File: src/rtl/delayprog_pkg.sv
// delayprog_pkg
//   Shared types for the programmable edge-delay array.
//   mode_e  : per-channel edge mode (which edge direction receives the programmed delay)
//   state_e : per-channel sequencer state
//   edge_uses_dly() : tells whether an edge of the given direction is delayed by the
//                     programmed count (1) or passes after a single cycle (0).
package delayprog_pkg;

   typedef enum logic [1:0] {
      MODE_BOTH   = 2'b00,
      MODE_RISE   = 2'b01,
      MODE_FALL   = 2'b10,
      MODE_BYPASS = 2'b11
   } mode_e;

   typedef enum logic {
      ST_IDLE  = 1'b0,
      ST_COUNT = 1'b1
   } state_e;

   function automatic logic edge_uses_dly(input mode_e m, input logic rising);
      logic r;
      r = 1'b0;
      case (m)
         MODE_BOTH: r = 1'b1;
         MODE_RISE: r = rising;
         MODE_FALL: r = ~rising;
         default:   r = 1'b0;
      endcase
      return r;
   endfunction

endpackage

File: src/rtl/delayprog_chan.sv
// delayprog_chan
//   One channel of the programmable edge-delay array. The input is sampled once,
//   then any difference between the sample and the output is held off for the
//   effective delay; if the input returns before the delay expires the edge is
//   dropped (inertial filtering).
//   Optional feature macro: DELAYPROG_GLITCH_FLAG_EN adds busy/glitch/glitch_clr.
// Ports
//   clk        in   clock, rising edge
//   rst_n      in   synchronous reset, active low
//   i          in   channel input (may be asynchronous; single sample stage)
//   dly        in   programmed delay D (0 behaves as 1)
//   mode       in   edge mode (see mode_e)
//   glitch_clr in   clear sticky glitch flag (macro only)
//   busy       out  an edge is pending (macro only)
//   glitch     out  sticky: a pending edge was cancelled (macro only)
//   o          out  delayed output
module delayprog_chan
   import delayprog_pkg::*;
#(
   parameter int DW = 8
) (
   input  logic          clk,
   input  logic          rst_n,
   input  logic          i,
   input  logic [DW-1:0] dly,
   input  logic [1:0]    mode,
`ifdef DELAYPROG_GLITCH_FLAG_EN
   input  logic          glitch_clr,
   output logic          busy,
   output logic          glitch,
`endif
   output logic          o
);

   localparam logic [DW-1:0] ONE = DW'(1);

   logic          i_q;
   logic [DW-1:0] cnt;
   logic [DW-1:0] dly_l;
   logic [DW-1:0] deff;
   state_e        state;

   // Edge direction is judged from the current output: o=0 means a rise is pending.
   always_comb begin
      deff = ONE;
      if (edge_uses_dly(mode_e'(mode), ~o) && (dly != '0)) begin
         deff = dly;
      end
   end

   always_ff @(posedge clk) begin
      if (!rst_n) begin
         i_q    <= 1'b0;
         o      <= 1'b0;
         cnt    <= '0;
         dly_l  <= '0;
         state  <= ST_IDLE;
`ifdef DELAYPROG_GLITCH_FLAG_EN
         glitch <= 1'b0;
`endif
      end else begin
         i_q <= i;
`ifdef DELAYPROG_GLITCH_FLAG_EN
         if (glitch_clr) begin
            glitch <= 1'b0;
         end
`endif
         case (state)
            ST_IDLE: begin
               if (i_q != o) begin
                  // Delay is latched here so later dly/mode changes leave this edge alone.
                  dly_l <= deff;
                  cnt   <= ONE;
                  if (deff == ONE) begin
                     o <= i_q;
                  end else begin
                     state <= ST_COUNT;
                  end
               end
            end
            ST_COUNT: begin
               if (i_q == o) begin
                  cnt   <= '0;
                  state <= ST_IDLE;
`ifdef DELAYPROG_GLITCH_FLAG_EN
                  // Placed after the clear so a simultaneous set wins.
                  glitch <= 1'b1;
`endif
               end else if (cnt == dly_l - ONE) begin
                  o     <= i_q;
                  cnt   <= '0;
                  state <= ST_IDLE;
               end else begin
                  cnt <= cnt + ONE;
               end
            end
            default: state <= ST_IDLE;
         endcase
      end
   end

`ifdef DELAYPROG_GLITCH_FLAG_EN
   assign busy = (state == ST_COUNT);
`endif

endmodule

File: src/rtl/delayprog_array.sv
// delayprog_array
//   CH independent programmable edge-delay channels (replacement for fixed delay cells).
//   Optional feature macro: DELAYPROG_GLITCH_FLAG_EN adds busy/glitch/glitch_clr ports.
// Ports
//   CELCLK     in   clock, rising edge
//   CELRSTN    in   synchronous reset, active low
//   CELV/CELG/CELSUB in  supply/ground/substrate pins, no logic function
//   i          in   [CH]     channel inputs
//   dly        in   [CH*DW]  delay per channel, channel n at [n*DW +: DW]
//   mode       in   [CH*2]   edge mode per channel, channel n at [2n +: 2]
//   o          out  [CH]     delayed outputs
//   busy       out  [CH]     pending edge (macro only)
//   glitch     out  [CH]     sticky cancelled-edge flag (macro only)
//   glitch_clr in   [CH]     glitch clear (macro only)
module delayprog_array
   import delayprog_pkg::*;
#(
   parameter int CH = 4,
   parameter int DW = 8
) (
   input  logic             CELCLK,
   input  logic             CELRSTN,
   input  logic             CELV,
   input  logic             CELG,
   input  logic             CELSUB,
   input  logic [CH-1:0]    i,
   input  logic [CH*DW-1:0] dly,
   input  logic [CH*2-1:0]  mode,
`ifdef DELAYPROG_GLITCH_FLAG_EN
   output logic [CH-1:0]    busy,
   output logic [CH-1:0]    glitch,
   input  logic [CH-1:0]    glitch_clr,
`endif
   output logic [CH-1:0]    o
);

   // Power pins exist only for symbol compatibility.
   logic unused_pins;
   assign unused_pins = CELV ^ CELG ^ CELSUB;

   genvar gi;
   generate
      for (gi = 0; gi < CH; gi++) begin : g_chan
         delayprog_chan #(
            .DW(DW)
         ) u_chan (
            .clk        (CELCLK),
            .rst_n      (CELRSTN),
            .i          (i[gi]),
            .dly        (dly[gi*DW +: DW]),
            .mode       (mode[2*gi +: 2]),
`ifdef DELAYPROG_GLITCH_FLAG_EN
            .glitch_clr (glitch_clr[gi]),
            .busy       (busy[gi]),
            .glitch     (glitch[gi]),
`endif
            .o          (o[gi])
         );
      end
   endgenerate

endmodule
File: config.mk
export PLATFORM = sky130hd
export DESIGN_NAME = delayprog_array
export DESIGN_NICKNAME = d
export VERILOG_FILES = /design/src/rtl/delayprog_pkg.sv /design/src/rtl/delayprog_chan.sv /design/src/rtl/delayprog_array.sv
export SDC_FILE = /design/constraint.sdc
export NUM_CORES = 1
export LEC_CHECK = 0
export BUFFER_PORTS_ARGS = -buffer_cell sky130_fd_sc_hd__buf_2
export CORE_UTILIZATION = 49
export CTS_BUF_LIST = sky130_fd_sc_hd__clkbuf_16
export DETAILED_ROUTE_END_ITERATION = 10
export PLACE_DENSITY = 0.69
export SLEW_MARGIN = 20
export SYNTH_ARGS = -nofsm -noshare
export SYNTH_HDL_FRONTEND = slang
export SYNTH_SLANG_ARGS = --single-unit
File: constraint.sdc
create_clock -name CELCLK -period 5.05 [get_ports CELCLK]
set_input_delay 0.7575 -clock CELCLK [delete_from_list [all_inputs] [get_ports CELCLK]]
set_output_delay 0.7575 -clock CELCLK [all_outputs]
set_load 0.01 [all_outputs]
==> results.json <==
{
  "start_util_pct": 50.6,
  "drive_gt1_share_pct": 13.1,
  "core_um2": 8220,
  "port_buffers": 49,
  "hp-class": "reg2reg",
  "cp-end-kind": "flip-flop",
  "synth_nets": 559,
  "seq_power_share_pct": 45.1,
  "crit_arrival_ns": 3.04,
  "clockBufferDepth": 2,
  "ys_warn_count": 0,
  "diodes": 0,
  "htree_levels": 3,
  "synthFlopType": "dfxtp_1",
  "dp_hpwl_um": 6690,
  "root_buffer": "clkbuf_16",
  "hold_violations": 0,
  "layout_commonest_cell": "dfxtp_1",
  "tns_ns": 0,
  "r2r_slack_ns": 2.23,
  "hp-start": "g_chan[3].u_chan.i_q$_SDFF_PN0_",
  "comb_power_share_pct": 14.5,
  "grt_pass1_vias": 3519,
  "setup_slack_ns": 2.23,
  "grt_pass1_wl_um": 15400,
  "min_to": "g_chan[3].u_chan.o$_SDFFE_PN0P_",
  "r2r-start": "g_chan[1].u_chan.dly_l[2]$_SDFFE_PN0P_",
  "maxSlewViolCount": 0,
  "drc": 0,
  "slew_headroom_pct": 42.7,
  "postCtsHoldBufs": 0,
  "die_area_um2": 8860,
  "cts_setup_buffers": 0,
  "synth_area_um2": 4160,
  "ys_types": 58,
  "p_leak_nw": 1.89,
  "cts-buffers-inserted": 9,
  "powerDensity_nw_per_um2": 306,
  "maxCapViolCount": 0,
  "synth_cells": 502,
  "ant_nets": 0,
  "routed_wirelength_um": 9120,
  "antenna_found_initial": 0,
  "skew_ns": 0.00716,
  "insertion_delay_ns": 0.33,
  "grtUsageTotal_pct": 21.8,
  "period_needed_ns": 2.82,
  "required_ns": 5.27,
  "synth_edf_count": 0,
  "setup_viol": 0,
  "first_pass_iters": 4,
  "avgSynthCellArea_um2": 8.29,
  "vias_per_cell": 5.74,
  "grt_setup_unrepaired": "false",
  "max_freq_mhz": 354,
  "place_ws_ns": 2.18,
  "mostFrequentLayoutCells": "76 x dfxtp_1, 57 x nor2_1, 49 x buf_2",
  "intPower_w": 0.00105,
  "holdPathStages": 2,
  "crit_fanout": 10,
  "drt_iter0_drc": 130,
  "area_growth_pct": 13.4,
  "wl_per_cell_um": 14.0,
  "place_congestion": 0.831,
  "worst-setup-path-type": "reg2reg",
  "cp-start-kind": "flip-flop",
  "power_switching_w": 0.000400,
  "status": "finished, final reports clean",
  "power.clock.fraction_pct": 40.4,
  "die_w_um": 94.1,
  "grt_max_degree": 24,
  "tightest_slew_ns": 0.858,
  "io_pins": 53,
  "period_share_pct": 55.9,
  "synth_seq_cells": 76,
  "irDropWorstVdd_mv": 0.168,
  "switching_share_pct": 27.7,
  "tritoncts": "built",
  "vias": 3753,
  "post_cts_resize_count": 0,
  "synthArstFlopShare_pct": 0,
  "clk_pin_slew_ns": 0.06,
  "grt_overflow_total": 0,
  "row_count": 33,
  "nNetsFinal": 601,
  "die_height_um": 94.1,
  "r2r_end": "g_chan[1].u_chan.cnt[2]$_SDFFE_PN0N_",
  "utilization_pct": 57.4,
  "ff2ff_path_depth": 7,
  "ys_seq_area_share_pct": 36.6,
  "clkSinkCount": 76
}
-- worst max-delay path by stage --
stage	from	endpoint	slack (ns)	cells past startpoint
6_report	g_chan[1].u_chan.dly_l[2]$_SDFFE_PN0P_	g_chan[1].u_chan.cnt[2]$_SDFFE_PN0N_	2.23	7
4_1_cts	g_chan[1].u_chan.dly_l[2]$_SDFFE_PN0P_	g_chan[1].u_chan.cnt[2]$_SDFFE_PN0N_	2.21	7
3_3_place_gp	CELRSTN	g_chan[1].u_chan.cnt[2]$_SDFFE_PN0N_	2.25	6
5_1_grt	g_chan[2].u_chan.dly_l[0]$_SDFFE_PN0P_	g_chan[2].u_chan.cnt[5]$_SDFFE_PN0N_	2.03	7
2_1_floorplan	g_chan[1].u_chan.dly_l[0]$_SDFFE_PN0P_	g_chan[1].u_chan.cnt[2]$_SDFFE_PN0N_	2.49	8
3_5_place_dp	CELRSTN	g_chan[1].u_chan.cnt[2]$_SDFFE_PN0N_	2.18	6
-- through the flow --
stage               cells  hold slack, ns  total power (W)  area, um2
global route          654           0.509          0.00152       4720
floorplan             502           0.447         0.000815       4160
finish                654           0.473          0.00145       4720
detailed placement    638           0.477         0.000871       4450
global placement      638           0.458         0.000864       4450
CTS                   654           0.481          0.00146       4720
-- critical path, stage by stage, from the launching register on --
cell and delay, ns:
dfxtp_1 0.38, or4_4 0.53, o21a_1 0.19, or4b_1 0.51, a311oi_2 0.36, or3b_1 0.38
o21bai_1 0.10, mux2_2 0.26
-- state kept, by name (all words and copies together), names as in the netlist --
register / flops
g_chan.u_chan.i_q: 4
g_chan.u_chan.o: 4
g_chan.u_chan.dly_l: 32
g_chan.u_chan.cnt: 32
g_chan.u_chan.state: 4
-- metal layers --
layer	vias up	track usage, %	part of all wire (%)
met1	1758	26.8	48
met2	78	36.5	47
li1	1900	-	-
met4	0	9.36	2.2
met5	-	0	0
met3	17	4.37	3.5
-- layout make-up --
cell class                 instances  area (um2)
multi-input combinational        381        2450
tap                              105         131
inverter                          26        97.6
timing repair buffer              50         253
clock inverter                     7        43.8
sequential                        76        1520
clock buffer                       9         225
fill                             779        3500
-- synth_stat cells (3+ instances only) --
| library cell | number | area share, % |
|---|---|---|
| nor4b_1 | 3 | 0.63 |
| a21o_1 | 9 | 1.6 |
| a31oi_1 | 7 | 1.1 |
| dfxtp_1 | 76 | 37 |
| a211o_1 | 3 | 0.63 |
| nand3_1 | 26 | 3.1 |
| and3_1 | 8 | 1.2 |
| nor3b_1 | 9 | 1.6 |
| clkbuf_1 | 14 | 1.3 |
| o21ai_0 | 19 | 2.3 |
| or3_1 | 3 | 0.45 |
| xor2_1 | 22 | 4.6 |
| nor4_1 | 10 | 1.5 |
| a221oi_1 | 4 | 0.84 |
| mux2i_1 | 8 | 1.9 |
| o21ai_1 | 6 | 0.72 |
| ha_1 | 8 | 2.4 |
| nand4_1 | 3 | 0.45 |
| nand2_1 | 39 | 3.5 |
| buf_4 | 4 | 0.72 |
| a21oi_1 | 9 | 1.1 |
| xnor2_1 | 28 | 5.9 |
| nor2_1 | 57 | 5.1 |
| o21bai_1 | 3 | 0.54 |
| or4_1 | 4 | 0.72 |
| o211a_1 | 3 | 0.72 |
| a22oi_1 | 27 | 4.9 |
| nor3_1 | 17 | 2.0 |
| inv_1 | 26 | 2.3 |
| o211ai_1 | 3 | 0.54 |
| and2_1 | 6 | 0.90 |
| nand2b_1 | 5 | 0.75 |
-- cell families (layout without fill, tap and decap cells) --
group | after synthesis | after routing | share of synthesized area (%)
xor+xnor | 50 | 50 | 10.5
buf+inv | 45 | 92 | 4.60
mux | 9 | 9 | 2.20
simple gates | 201 | 201 | 24.3
flops | 76 | 76 | 36.6
fa+ha+maj | 8 | 8 | 2.41
compound gates | 113 | 113 | 19.4
-- power groups by stage --
| stage | combinational, W | clock, W | sequential, W |
|---|---|---|---|
| after global routing | 0.000236 | 0.000625 | 0.000655 |
| after CTS | 0.000210 | 0.000599 | 0.000651 |
| after detailed placement | 0.000207 | 0 | 0.000664 |
| final | 0.000209 | 0.000585 | 0.000651 |
| after global placement | 0.000201 | 0 | 0.000663 |
| after floorplan | 0.000159 | 0 | 0.000656 |
Note: power is estimated with default switching activity, not from simulation.
